## config.mk

```make
export PLATFORM = sky130hd
export DESIGN_NAME = ham_enc_arbiter
export DESIGN_NICKNAME = d
export VERILOG_FILES = /design/src/rtl/ham_enc_arbiter.sv
export SDC_FILE = /design/constraint.sdc
export NUM_CORES = 1
export LEC_CHECK = 0
export ABC_AREA = 1
export ABC_CLOCK_PERIOD_IN_PS = 1600
export BUFFER_PORTS_ARGS = -buffer_cell sky130_fd_sc_hd__buf_4
export CORE_MARGIN = 2
export CORE_UTILIZATION = 44
export CTS_CLUSTER_DIAMETER = 40
export DETAILED_ROUTE_END_ITERATION = 12
export PLACE_DENSITY = 0.82
export SYNTH_ARGS = -nofsm -noshare
export SYNTH_HDL_FRONTEND = slang
export SYNTH_SLANG_ARGS = --single-unit
```

## constraint.sdc

```tcl
create_clock -name clk -period 1.6 [get_ports clk]
set_clock_uncertainty 0.05 [all_clocks]
set_input_delay 0.08 -clock clk [delete_from_list [all_inputs] [get_ports clk]]
set_output_delay 0.08 -clock clk [all_outputs]
set_load 0.02 [all_outputs]
```

## src/rtl/ham_enc_arbiter.sv

```systemverilog
// -----------------------------------------------------------------------------
// ham_enc_arbiter
//
// Two-requester arbiter feeding a single Hamming(7,4)+even-parity encoder.
// Each accepted 16-bit word is sent as four 8-bit codewords, nibble 0
// (bits [3:0]) first. The last codeword of a word is flagged with out_last.
//
// Handshakes: a transfer happens on a rising clk edge where valid and ready
// are both high. Once valid is high, the source holds it and its data until
// the transfer. The output side keeps out_data/out_tag/out_last stable while
// out_valid is high and out_ready is low.
//
// Ports
//   clk                     : single clock, rising edge
//   reset_n                 : synchronous, active-low reset
//   req0_valid / req1_valid : requester word available
//   req0_data  / req1_data  : 16-bit word, nibble 0 = bits [3:0]
//   req0_ready / req1_ready : word accepted when valid & ready
//   out_valid               : codeword available
//   out_ready               : sink accepts codeword when out_valid & out_ready
//   out_data                : {c7..c0}, c7 = even parity over c6..c0
//   out_tag                 : requester that supplied the current word
//   out_last                : high on the 4th codeword of a word
//   words_done0/1           : (HAM_ENC_STATS_EN only) saturating per-requester
//                             counts of completed words
//
// Build option
//   HAM_ENC_STATS_EN : adds the words_done0/words_done1 outputs and counters.
// -----------------------------------------------------------------------------

// Hamming(7,4) encoder with an extra overall even-parity bit in c7.
module ham_74_encoder (
  input  logic [3:0] d,
  output logic [7:0] c
);

  logic [6:0] code7;

  always_comb begin
    code7[0] = d[0] ^ d[1] ^ d[3];
    code7[1] = d[0] ^ d[2] ^ d[3];
    code7[2] = d[0];
    code7[3] = d[1] ^ d[2] ^ d[3];
    code7[4] = d[1];
    code7[5] = d[2];
    code7[6] = d[3];
    c        = {^code7, code7};
  end

endmodule

module ham_enc_arbiter (
  input  logic        clk,
  input  logic        reset_n,
  input  logic        req0_valid,
  input  logic [15:0] req0_data,
  output logic        req0_ready,
  input  logic        req1_valid,
  input  logic [15:0] req1_data,
  output logic        req1_ready,
  output logic        out_valid,
  input  logic        out_ready,
  output logic [7:0]  out_data,
  output logic        out_tag,
  output logic        out_last
`ifdef HAM_ENC_STATS_EN
  ,
  output logic [15:0] words_done0,
  output logic [15:0] words_done1
`endif
);

  typedef enum logic {
    ST_IDLE = 1'b0,
    ST_SEND = 1'b1
  } state_e;

  state_e      state_q, state_d;
  logic [1:0]  cnt_q,   cnt_d;
  logic        rr_q,    rr_d;     // 1 = req1 preferred on a tie
  logic [15:0] word_q,  word_d;
  logic        tag_q,   tag_d;

  logic        grant0;
  logic        grant1;
  logic        accept;
  logic        out_hs;
  logic [3:0]  nibble;
  logic [7:0]  code;

  // ---------------------------------------------------------------------------
  // Arbitration: a lone valid requester wins; on a tie rr_q picks the winner.
  // grant0/grant1 are mutually exclusive by construction.
  // ---------------------------------------------------------------------------
  always_comb begin
    grant1 = req1_valid & (~req0_valid | rr_q);
    grant0 = req0_valid & ~grant1;
  end

  // Ready is only offered in IDLE and never while reset is asserted.
  always_comb begin
    req0_ready = reset_n & (state_q == ST_IDLE) & grant0;
    req1_ready = reset_n & (state_q == ST_IDLE) & grant1;
    accept     = req0_ready | req1_ready;
  end

  // ---------------------------------------------------------------------------
  // Output side. All outputs derive from registered state, so they cannot
  // change while the sink stalls.
  // ---------------------------------------------------------------------------
  always_comb begin
    unique case (cnt_q)
      2'd0:    nibble = word_q[3:0];
      2'd1:    nibble = word_q[7:4];
      2'd2:    nibble = word_q[11:8];
      default: nibble = word_q[15:12];
    endcase
  end

  ham_74_encoder u_enc (
    .d (nibble),
    .c (code)
  );

  always_comb begin
    out_valid = reset_n & (state_q == ST_SEND);
    out_data  = out_valid ? code : 8'h00;
    out_tag   = out_valid & tag_q;
    out_last  = out_valid & (cnt_q == 2'd3);
    out_hs    = out_valid & out_ready;
  end

  // ---------------------------------------------------------------------------
  // Next-state logic
  // ---------------------------------------------------------------------------
  always_comb begin
    state_d = state_q;
    cnt_d   = cnt_q;
    rr_d    = rr_q;
    word_d  = word_q;
    tag_d   = tag_q;

    unique case (state_q)
      ST_IDLE: begin
        if (accept) begin
          word_d  = grant1 ? req1_data : req0_data;
          tag_d   = grant1;
          cnt_d   = 2'd0;
          // Hand the tie-break to whoever lost this round.
          rr_d    = ~grant1;
          state_d = ST_SEND;
        end
      end
      ST_SEND: begin
        if (out_hs) begin
          if (cnt_q == 2'd3) begin
            cnt_d   = 2'd0;
            state_d = ST_IDLE;
          end else begin
            cnt_d   = cnt_q + 2'd1;
          end
        end
      end
      default: begin
        state_d = ST_IDLE;
      end
    endcase
  end

  // Reset drops any in-flight word: returning to IDLE stops its codewords.
  always_ff @(posedge clk) begin
    if (!reset_n) begin
      state_q <= ST_IDLE;
      cnt_q   <= 2'd0;
      rr_q    <= 1'b0;
      word_q  <= 16'h0000;
      tag_q   <= 1'b0;
    end else begin
      state_q <= state_d;
      cnt_q   <= cnt_d;
      rr_q    <= rr_d;
      word_q  <= word_d;
      tag_q   <= tag_d;
    end
  end

`ifdef HAM_ENC_STATS_EN
  // ---------------------------------------------------------------------------
  // Completed-word counters, bumped on the out_last handshake and held at
  // 0xFFFF once saturated.
  // ---------------------------------------------------------------------------
  logic [15:0] words_done0_q, words_done0_d;
  logic [15:0] words_done1_q, words_done1_d;
  logic        word_done;

  always_comb begin
    word_done     = out_hs & out_last;
    words_done0_d = words_done0_q;
    words_done1_d = words_done1_q;
    if (word_done && !tag_q && (words_done0_q != 16'hFFFF)) begin
      words_done0_d = words_done0_q + 16'd1;
    end
    if (word_done && tag_q && (words_done1_q != 16'hFFFF)) begin
      words_done1_d = words_done1_q + 16'd1;
    end
  end

  always_ff @(posedge clk) begin
    if (!reset_n) begin
      words_done0_q <= 16'h0000;
      words_done1_q <= 16'h0000;
    end else begin
      words_done0_q <= words_done0_d;
      words_done1_q <= words_done1_d;
    end
  end

  assign words_done0 = words_done0_q;
  assign words_done1 = words_done1_q;
`endif

endmodule

```

== Yosys cells after proc, flatten, opt, wreduce, memory -nomap -nowiden ==
Index checks and enable logic that the tools add are counted.

* Word-level logic and storage cells: 46
* Latch bits: 0
* Bits in registers: 21
* ROM bits: 0
* Memories: 0
* Bits of input ports: 37
* Bits in writable memories: 0

* $mul: 0
* Reduce and logical (&&, ||, !) cells: 4
* Magnitude comparators: 0
* Divide/modulo/power cells: 0
* Add/sub/neg operators: 1
* Bitwise operators: 20
* Shift operators: 0
* Eq/ne operators: 5
* Multiplexer cells: 11

{| class="wikitable"
|+ Operator list
! operator !! count
|-
| 2-to-1 mux 16 bit || 1
|-
| one-hot mux 4 bit (3 select lines) || 1
|-
| AND 1 bit || 9
|-
| 2-to-1 mux 8 bit || 1
|-
| XOR reduction 7 bit || 1
|-
| 2-to-1 mux 2 bit || 3
|-
| XOR 1 bit || 6
|-
| == test 2 bit (second input constant) || 2
|-
| one-hot mux 2 bit (2 select lines) || 1
|-
| AND reduction 2 bit || 2
|-
| 2-to-1 mux 1 bit || 3
|-
| inverter 1 bit || 3
|-
| adder 2 x 1 -> 2 bit (second input constant) || 1
|-
| == test 2 x 1 -> 1 bit (second input constant) || 1
|-
| logical NOT 2 bit || 1
|-
| inequality test 2 x 1 -> 1 bit (second input constant) || 1
|-
| inequality test 2 bit (second input constant) || 1
|-
| OR 1 bit || 2
|-
| one-hot mux 1 bit (2 select lines) || 1
|}

== Logic depth before layout (Yosys ltp) ==
* Depth in word-level cells: 9
* Depth in mapped cells: 11
* Gate-level depth less buffers: 11

== Modules after synthesis ==
A second synthesis with hierarchy kept.

* Cells, all modules: 233
* Area, all modules: 1440.1 µm²

{| class="wikitable"
|+ Modules (own cells, without submodules)
! module !! cells an instance !! area an instance (µm²) !! instances
|-
| ham_enc_arbiter || 203 || 1305.0 || 1
|-
| ham_74_encoder || 30 || 135.1 || 1
|}

== Worst setup path before layout ==
No wires, ideal clock.

* Kind: reg2out
* Start point: register cnt_q[0]
* End point: output out_data[7]
* Setup slack: -0.146 ns
* Required time: 1.470 ns
* Arrival: 1.616 ns
* Stages on the path, launching flop included: 10
* Cell sequence: dfxtp_1 inv_1 ha_1 nand2_1 nand2_1 o21ai_0 nand2_1 nand2_1 nor2_1 nor2_1

* Word-level cells in the longest chain between the ends: 6

{| class="wikitable"
|+ Ends and longest elaborated chain
! item !! RTL line !! text
|-
| from (decl) || 79 || <nowiki>logic [1:0] cnt_q, cnt_d;</nowiki>
|-
| from (signal assigned) || 180 || <nowiki>cnt_q <= cnt_d;</nowiki>
|-
| == test 2 bit (tied with other cells) || 112 || <nowiki>unique case (cnt_q)</nowiki>
|-
| one-hot mux 4 bit (3 select lines) * || 112 ||
|-
| XOR 1 bit (on tied branches) (2 in series) || 40, 41, 43 ||
|-
| XOR reduction 7 bit * || 47 || <nowiki>c = {^code7, code7};</nowiki>
|-
| 2-to-1 mux 8 bit * || 127 || <nowiki>out_data = out_valid ? code : 8'h00;</nowiki>
|-
| to (decl) || 63 || <nowiki>output logic [7:0] out_data,</nowiki>
|}

Mark *: on every way between the ends. The rest lies on a longest branch, timed or not.

== Final worst setup path ==
Ends and elaborated chain as after synthesis.

==> impl_metrics.yaml <==
global_route:
  grt_max_degree: 20
  grt_pass1_wl_um: 6290
  grt_pass1_vias: 1493
  grt_util_all_layers_pct: 22.7
  antenna_found_initial: 0
  grt_overflow: 0
synth:
  synth.top_cell.area_share_pct: 30.5
  mappedNetlistNets: 252
  synthCells: 211
  ys_ff_latch: 21
  synth_warnings: 0
  yosysUniqueCellTypes: 22
  ys_seq_area_share_pct: 30.5
  synth_top_area_cell: "dfxtp_1"
  synth_area_per_cell_um2: 6.52
  synth.area.top_cells: "dfxtp_1, nand2_1, nor2_1"
  syn-cell-area_um2: 1380
sta:
  setup_slack_ps: -409
  tns_ps: -2620
  timing.fmax_ghz: 0.498
  rsz0062_at_grt: "true"
  max_slew.worst_pin.slew_ps: 304
  slew_headroom_pct: 79.5
  final-hold-violation-count: 1
  finalMaxSlewViolations: 0
  min_period_ps: 2010
  holdWs_ps: -6.50
  finalCritPeriodShare_pct: 126
  setup_viol: 9
floorplanning:
  core_um2: 3000
  die_height_um: 59.9
  rows: 20
  die_width_um: 59.9
  design.die.area_um2: 3590
  start_util_pct: 45.8
  io_pins: 50
drt:
  vias_per_cell: 5.45
  vias: 1761
  wl_per_cell_um: 16.9
  drc: 0
  drt-pass1-iter-count: 7
  drt_iter0_drc: 128
  ant_nets: 0
  finalWirelength_um: 5450
place:
  gp_congestion: 0.903
  dpl.hpwl_um: 2580
  port_buffers: 49
  place_ws_ps: -162
  dpl.cell_count: 301
worst_setup_path:
  endpoint_kind: "primary output"
  critical_path_class: "flip-flop to primary output"
  cp-start-kind: "flip-flop"
  crit_fanout: 4
  crit_arrival_ps: 1880
  critPathRequiredTime_ps: 1470
final_layout:
  finalNonFillerCells: 323
  fillers: 167
  fin_nets: 332
  layout_commonest_cell: "buf_4"
  drive_above_1_share_pct: 54.5
  finish.utilization_pct: 81.0
  diodes: 0
  area_growth_pct: 76.6
  layout_common_cells: "buf_4, nand2_1, nor2_1, a21oi_1, nand2_2"
  regArea_um2: 429
  multiInputGateArea_um2: 1160
pwr:
  vdd_drop_max_uv: 519
  powerDensity_nw_per_um2: 623
  power.leakage_nw: 1.18
clock_network:
  root_buffer: "clkbuf_4"
  cts_sinks: 21
  clk_pin_slew_ps: 120
  tritoncts: "built"
  cts_buffers: 3
  cts_max_path_buffers: 2
  cts_htree_levels: 1
  insertion_delay_ps: 310
run_status:
  violations: "hold timing, setup timing"
  status: "complete, but fails checks"
run:
  cap_violations: 0
worst_hold_path:
  hold_class: "input port to flip-flop"
[sequential cells by signal (all words and copies together) (netlist names)]
name / flops
state_q: 1
tag_q: 1
cnt_q: 2
word_q: 16
rr_q: 1
[power by group]
| group | switching [mW] | total (mW) | leakage (nW) | internal [mW] |
|---|---|---|---|---|
| clock network | 0.169 | 0.262 | 0.0177 | 0.0934 |
| logic | 0.337 | 0.615 | 0.988 | 0.278 |
| registers | 0.0649 | 0.637 | 0.174 | 0.572 |
| total | 0.571 | 1.51 | 1.18 | 0.943 |
[metrics by stage]
stage	total power, mW	instance area (um2)
final	1.51	2430
after global routing	1.58	2430
after CTS	1.38	2170
after detailed placement	1.06	1850
after global placement	1.05	1850
after floorplan	0.901	1390
[logic make-up after synthesis]
family          count (synthesis)  synth area share (%)
fa+ha+maj                       4                  3.64
simple gates                  121                  40.1
flops                          21                  30.5
buf+inv                        27                  9.64
compound gates                 38                  16.1
[path summary, 6_finish.rpt]
kind,startpoint,depth (start not counted),slack [ps],to
setup reg to reg,cnt_q[0],6,130,state_q
hold reg to reg,tag_q,2,450,tag_q
setup / recovery,cnt_q[0],11,-410,out_data[7]
hold / removal,req0_data[12],3,-6,word_q[12]
[cells in the mapped netlist]
master / instances
o21ai_0: 6
a21oi_2: 5
nand3_4: 2
o31ai_1: 2
clkinv_1: 1
nor2_1: 39
nand3_1: 13
ha_1: 4
buf_6: 2
inv_2: 3
a21oi_1: 22
inv_1: 18
buf_8: 1
o21bai_1: 3
dfxtp_1: 21
nand2_2: 8
clkbuf_1: 1
inv_6: 1
nand2_4: 1
nand2_1: 53
nor2_8: 1
nor2_2: 4
[final cells by class]
| class | count | area share [%] |
|---|---|---|
| inverter | 23 | 4.58 |
| clock buffer | 3 | 0.926 |
| timing repair buffer | 78 | 27.0 |
| clock inverter | 1 | 0.206 |
| tap | 33 | 1.70 |
| sequential | 21 | 17.7 |
| timing repair inverter | 1 | 0.360 |
| multi-input combinational | 163 | 47.6 |
[routing by layer]
metal  GRT usage [%]  up-vias  routed length [um]
li1                -      832                   -
met1            29.0      803                2160
met2            38.5       99                2710
met3            3.90       27                 365
met4            7.62        0                 218
met5               0        -                   0
[timing repair]
action	in CTS	in global routing
hold buffers	11	0
setup buffers	5	5
cloned	1	0
endpoints found under the hold margin	13	0
resized for setup	45	67
pin swaps	12	40
endpoints found under the setup margin	11	11
[critical path, cell delays in order (launching register included)]
cell     delay [ps]
dfxtp_4         430
inv_6            60
ha_4            190
nand2_4          70
nand2_4          80
o21ai_4         240
nand2_2         110
nand2_2          90
nand2_1          60
nand2_1          70
nor2_2           40
buf_6           120
Note: power is estimated with default switching activity, not from simulation.
